<file path="src/rtl/sram_ctrl_pkg.sv">
// Shared definitions for the SRAM ring-buffer controller: access-history
// state encoding and default geometry constants.
package sram_ctrl_pkg;

    // Records which kind of SRAM access happened on the previous cycle
    typedef enum logic [1:0] {
        S_IDLE = 2'd0,
        S_WR   = 2'd1,
        S_RD   = 2'd2
    } state_t;

    localparam int DEF_ADDR_WIDTH = 8;
    localparam int DEF_DATA_WIDTH = 32;
    localparam int DEF_DEPTH      = 256;

endpackage

</file>
<file path="src/rtl/sram_buffer_ctrl_rr_grant2.sv">
// Two-requester grant selector (write / read) for the single SRAM port.
// Priority flips away from whichever side was served last, so two
// continuously active requesters alternate cycle by cycle.
module rr_grant2
    import sram_ctrl_pkg::*;
(
    input  logic   req_wr,
    input  logic   req_rd,
    input  state_t last,
    output logic   gnt_wr,
    output logic   gnt_rd
);

    logic rd_first;

    // Read wins a conflict only right after a write; otherwise write wins
    always_comb begin
        rd_first = (last == S_WR);
        gnt_wr   = req_wr && !(rd_first && req_rd);
        gnt_rd   = req_rd && !(!rd_first && req_wr);
    end

endmodule

</file>
<file path="src/rtl/sram_buffer_ctrl.sv">
// Ring-buffer controller for the single-port SRAM sample store.
// Producer writes via valid/ready, consumer reads via req/ack with data
// one cycle after ack. One SRAM access per cycle.
// Optional feature macro: SRAM_BUFFER_CTRL_STATUS_EN adds sticky
// o_overflow / o_underflow status outputs.
//
// Handshake semantics: a write transfers on a cycle where i_wr_valid and
// o_wr_ready are both high; a read is granted on a cycle where o_rd_ack
// is high, and its sample appears on o_rd_data with o_rd_valid the
// following cycle. o_wr_ready never depends on anything but eligibility
// and arbitration, and both handshake outputs are held low during reset.
module sram_buffer_ctrl
    import sram_ctrl_pkg::*;
#(
    parameter int ADDR_WIDTH = DEF_ADDR_WIDTH,
    parameter int DATA_WIDTH = DEF_DATA_WIDTH,
    parameter int DEPTH      = DEF_DEPTH
) (
    input  logic                  clk,
    input  logic                  rst,
    input  logic                  i_wr_valid,
    input  logic [DATA_WIDTH-1:0] i_wr_data,
    output logic                  o_wr_ready,
    input  logic                  i_rd_req,
    output logic                  o_rd_ack,
    output logic                  o_rd_valid,
    output logic [DATA_WIDTH-1:0] o_rd_data,
    output logic [ADDR_WIDTH-1:0] o_sram_addr,
    output logic                  o_sram_write_EN,
    output logic [DATA_WIDTH-1:0] o_sram_data,
    input  logic [DATA_WIDTH-1:0] i_sram_data,
    output logic [ADDR_WIDTH:0]   o_count,
    output logic                  o_full,
    output logic                  o_empty,
`ifdef SRAM_BUFFER_CTRL_STATUS_EN
    output logic                  o_overflow,
    output logic                  o_underflow,
`endif
    output logic [1:0]            o_state
);

    localparam logic [ADDR_WIDTH:0]   DEPTH_CNT = (ADDR_WIDTH+1)'(DEPTH);
    localparam logic [ADDR_WIDTH-1:0] LAST_IDX  = ADDR_WIDTH'(DEPTH - 1);

    state_t                state_q, state_d;
    logic [ADDR_WIDTH-1:0] wr_ptr_q, rd_ptr_q;
    logic [ADDR_WIDTH:0]   count_q;
    logic [ADDR_WIDTH-1:0] addr_q;
    logic [DATA_WIDTH-1:0] wdata_q;
    logic [DATA_WIDTH-1:0] rdata_hold_q;
    logic                  rd_valid_q;
    logic                  wr_elig, rd_elig;
    logic                  gnt_wr, gnt_rd;

    assign o_full  = (count_q == DEPTH_CNT);
    assign o_empty = (count_q == '0);
    assign o_count = count_q;
    assign o_state = state_q;

    // Eligibility; gated by reset so nothing is granted while rst is low
    always_comb begin
        wr_elig = rst && i_wr_valid && !o_full;
        rd_elig = rst && i_rd_req && !o_empty;
    end

    rr_grant2 u_grant (
        .req_wr (wr_elig),
        .req_rd (rd_elig),
        .last   (state_q),
        .gnt_wr (gnt_wr),
        .gnt_rd (gnt_rd)
    );

    // Next-state and SRAM/handshake outputs; address and data hold when idle
    always_comb begin
        state_d         = S_IDLE;
        o_wr_ready      = 1'b0;
        o_rd_ack        = 1'b0;
        o_sram_write_EN = 1'b0;
        o_sram_addr     = addr_q;
        o_sram_data     = wdata_q;
        if (gnt_wr) begin
            state_d         = S_WR;
            o_wr_ready      = 1'b1;
            o_sram_write_EN = 1'b1;
            o_sram_addr     = wr_ptr_q;
            o_sram_data     = i_wr_data;
        end else if (gnt_rd) begin
            state_d     = S_RD;
            o_rd_ack    = 1'b1;
            o_sram_addr = rd_ptr_q;
        end
    end

    // Access-history state register
    always_ff @(posedge clk or negedge rst) begin
        if (!rst) state_q <= S_IDLE;
        else      state_q <= state_d;
    end

    // Pointers wrap at DEPTH-1; occupancy moves by one per granted access
    always_ff @(posedge clk or negedge rst) begin
        if (!rst) begin
            wr_ptr_q <= '0;
            rd_ptr_q <= '0;
            count_q  <= '0;
        end else if (gnt_wr) begin
            wr_ptr_q <= (wr_ptr_q == LAST_IDX) ? '0 : wr_ptr_q + 1'b1;
            count_q  <= count_q + (ADDR_WIDTH+1)'(1);
        end else if (gnt_rd) begin
            rd_ptr_q <= (rd_ptr_q == LAST_IDX) ? '0 : rd_ptr_q + 1'b1;
            count_q  <= count_q - (ADDR_WIDTH+1)'(1);
        end
    end

    // Remember the last driven address/data so the SRAM bus is stable when idle
    always_ff @(posedge clk or negedge rst) begin
        if (!rst) begin
            addr_q  <= '0;
            wdata_q <= '0;
        end else begin
            addr_q  <= o_sram_addr;
            wdata_q <= o_sram_data;
        end
    end

    // Read-return: valid one cycle after ack, data taken from the SRAM register
    always_ff @(posedge clk or negedge rst) begin
        if (!rst) begin
            rd_valid_q   <= 1'b0;
            rdata_hold_q <= '0;
        end else begin
            rd_valid_q <= gnt_rd;
            if (rd_valid_q) rdata_hold_q <= i_sram_data;
        end
    end

    assign o_rd_valid = rd_valid_q;
    assign o_rd_data  = rd_valid_q ? i_sram_data : rdata_hold_q;

`ifdef SRAM_BUFFER_CTRL_STATUS_EN
    // Sticky misuse flags, cleared only by reset
    always_ff @(posedge clk or negedge rst) begin
        if (!rst) begin
            o_overflow  <= 1'b0;
            o_underflow <= 1'b0;
        end else begin
            if (i_wr_valid && o_full)  o_overflow  <= 1'b1;
            if (i_rd_req   && o_empty) o_underflow <= 1'b1;
        end
    end
`endif

endmodule

</file>
<file path="config.mk">
export PLATFORM = sky130hd
export DESIGN_NAME = sram_buffer_ctrl
export DESIGN_NICKNAME = d
export VERILOG_FILES = /design/src/rtl/sram_ctrl_pkg.sv /design/src/rtl/sram_buffer_ctrl_rr_grant2.sv /design/src/rtl/sram_buffer_ctrl.sv
export SDC_FILE = /design/constraint.sdc
export NUM_CORES = 1
export LEC_CHECK = 0
export ABC_AREA = 0
export BUFFER_PORTS_ARGS = -buffer_cell sky130_fd_sc_hd__buf_2
export CAP_MARGIN = 15
export CORE_ASPECT_RATIO = 0.6
export CORE_MARGIN = 3
export CORE_UTILIZATION = 51
export CTS_CLUSTER_DIAMETER = 150
export DETAILED_ROUTE_END_ITERATION = 8
export HOLD_SLACK_MARGIN = 0.03
export MAX_ROUTING_LAYER = met4
export PLACE_DENSITY = 0.85
export SETUP_SLACK_MARGIN = 0.1
export SYNTH_ARGS = -nofsm -noshare
export SYNTH_HDL_FRONTEND = slang
export SYNTH_SLANG_ARGS = --single-unit
</file>
<file path="constraint.sdc">
create_clock -name clk -period 4.7 [get_ports clk]
set_clock_uncertainty 0.2 [all_clocks]
set_input_delay 1.175 -clock clk [delete_from_list [all_inputs] [get_ports clk]]
set_output_delay 1.175 -clock clk [all_outputs]
set_load 0.03 [all_outputs]
</file>
==> reports/results.ini <==
[routing]
drt-pass1-iter-count = 4
drc = 0
postRouteAntennaNets = 0
via_count = 3109
wl_per_cell_um = 15.8
finalWirelength_um = 9400
drt_iter0_drc = 213
via_per_inst = 5.23

[sta]
tightestPinTransition_ns = 0.766
setup_viol = 0
setup_ws_ns = 0.323
fin_setup_tns_ns = 0
fmax_ghz = 0.228
slew_headroom_pct = 48.9
rsz0062_at_grt = false
whs_ns = 0.277
post-route-period-util_pct = 93.1
slew_viol_final = 0
finalCriticalPeriod_ns = 4.38
hold_violations = 0

[min_path]
worstHoldStart = addr_q[0]
hold_path.class = flip-flop to flip-flop

[critical_path]
cp.required_ns = 3.32
rr_startpoint = o_count[0]
criticalPathCategory = flip-flop to primary output
startpoint = o_count[0]
cp-end-kind = primary output
cp_max_fo = 55
cp_data_arrival_time_ns = 3.00
start_kind = flip-flop

[logic_synthesis]
syn_area_um2 = 4340
ys.flop_type = dfrtp_1
yosys_warnings = 0
synth_edf_count = 0
ys_seq_elements = 100
ys_types = 48
avgSynthCellArea_um2 = 13.3
synth-async-reset-ratio_pct = 100
synthCells = 325
syn_nets = 404
yosysSeqAreaShare_pct = 57.7

[place]
place.gp.congestion = 0.835
place_ws_ns = 0.396
io_buffers = 156
place_inst = 579
detailed_place.area_um2 = 5200
dp_hpwl_um = 7000

[clock_tree]
clockBufferDepth = 2
numCtsBuffers = 9
cts_hold_buf = 0
cts.reportedPaths.clkPinSlew_ns = 0.06
htree_num_levels = 3
cts_resized = 0
insertion_delay_ns = 0.33
cts_sinks = 100
cts_root_buf = clkbuf_16
cts_tree = yes
post_cts_buffers = 0

[power_and_ir_drop]
p_int_mw = 1.95
switching_share_pct = 38.4
finalPower_mw = 3.17
p_leak_nw = 2.70
p_seq_share_pct = 38.9
combPwrFrac_pct = 38.6
pwr-share-clk_pct = 22.5
ir_drop_mv = 0.299
p_sw_mw = 1.22
powerDensity_nw_per_um2 = 575

[grt]
antenna_found_initial = 0
grt_pass1_vias = 3133
grt_usage_pct = 20.5
overflow = 0
grt_max_degree = 64
grt_pass1_wl_um = 15600

[die]
ios = 157
core_um2 = 8070
start_util_pct = 53.8
placementRows = 25
die_x_um = 125
fp.dieH_um = 77.4
die_area_um2 = 9690

[cells_and_area]
fin_area_um2 = 5520
final_common_cell = buf_2
drive_gt1_share_pct = 50.7
final_cell_mix = buf_2, dfrtp_1, mux2_2
fin_cells = 595
final_nets = 562
antennaDiodeCount = 0
final_core_util_pct = 68.4
syn_to_final_growth_pct = 27.2

[job]
drv_cap = 0

[status]
status = complete, no violations

-- state kept, by name, summed over array words and instances (netlist names) --
name / cells
addr_q: 8
o_count: 9
o_rd_valid: 1
o_state: 2
rd_ptr_q: 8
rdata_hold_q: 32
wdata_q: 32
wr_ptr_q: 8
-- final timing paths --
path                             endpoint  slack (ns)  cells past startpoint
min reg2reg                     addr_q[0]        0.28                      2
max in group asynchronous     rd_ptr_q[1]        2.96                      2
max                        o_sram_data[7]        0.32                      6
max reg2reg                    o_count[8]        0.97                     10
min in group asynchronous      o_count[8]        0.71                      2
min                             addr_q[0]        0.28                      2
-- worst max-delay path, stage by stage (launching register included) --
cell and delay, ns:
dfrtp_1 0.46, nor4_1 0.54, nand2_1 0.21, a211o_4 0.46
inv_6 0.37, mux2_2 0.41, buf_2 0.18
-- cells in the mapped netlist (2+ instances only) --
master / number / area, um2
a211oi_1: 4 / 30.0
a21oi_1: 6 / 30.0
a222oi_1: 7 / 70.1
a22o_1: 3 / 26.3
and3_1: 3 / 18.8
and4_1: 2 / 17.5
buf_1: 3 / 11.3
buf_2: 4 / 20.0
buf_4: 3 / 22.5
buf_6: 2 / 22.5
dfrtp_1: 100 / 2500
ha_1: 10 / 125
inv_1: 14 / 52.6
mux2_2: 66 / 743
mux2i_1: 2 / 20.0
nand2_1: 20 / 75.1
nand2b_1: 5 / 31.3
nand3_1: 5 / 25.0
nand4_1: 3 / 18.8
nor2_1: 4 / 15.0
nor3_1: 2 / 10.0
nor4_1: 2 / 12.5
o21ai_0: 16 / 80.1
o21ai_1: 2 / 10.0
o41ai_1: 2 / 17.5
xnor2_1: 10 / 87.6
xor2_1: 4 / 35.0
-- power by group through the flow --
stage / Sequential [mW] / Combinational (mW) / Clock, mW
final: 1.23 / 1.22 / 0.713
after global routing: 1.26 / 1.33 / 0.777
after CTS: 1.24 / 1.23 / 0.733
after detailed placement: 1.25 / 1.22 / 0
after global placement: 1.23 / 1.19 / 0
after floorplan: 1.28 / 0.839 / 0
-- cells by family after synthesis --
kind of cell	count (synthesis)	share of synthesized area, %
flip-flops	100	57.7
multiplexers	68	17.6
AND/OR/NAND/NOR	53	6.61
AO/OA/AOI/OAI	50	8.34
buffers and inverters	29	3.61
XOR/XNOR	14	2.83
adder cells (fa/ha/maj)	11	3.35
-- layer usage --
metal | part of all wire, % | vias to the layer above | GRT usage, %
li1 | - | 1481 | -
met1 | 46 | 1475 | 27.5
met2 | 44 | 147 | 30.1
met3 | 10 | 6 | 8.05
met4 | 0.46 | 0 | 3.90
met5 | 0 | - | -
-- final cells by class --
| type | instances | area, um2 |
|---|---|---|
| fillers | 595 | 2550 |
| flip-flops and latches | 100 | 2500 |
| multi-input cells | 196 | 1680 |
| repair buffers | 161 | 841 |
| clock buffers | 11 | 243 |
| well taps | 108 | 135 |
| inverters | 15 | 61.3 |
| clock inverters | 4 | 50.0 |
Power figures use the tool's default switching activity.
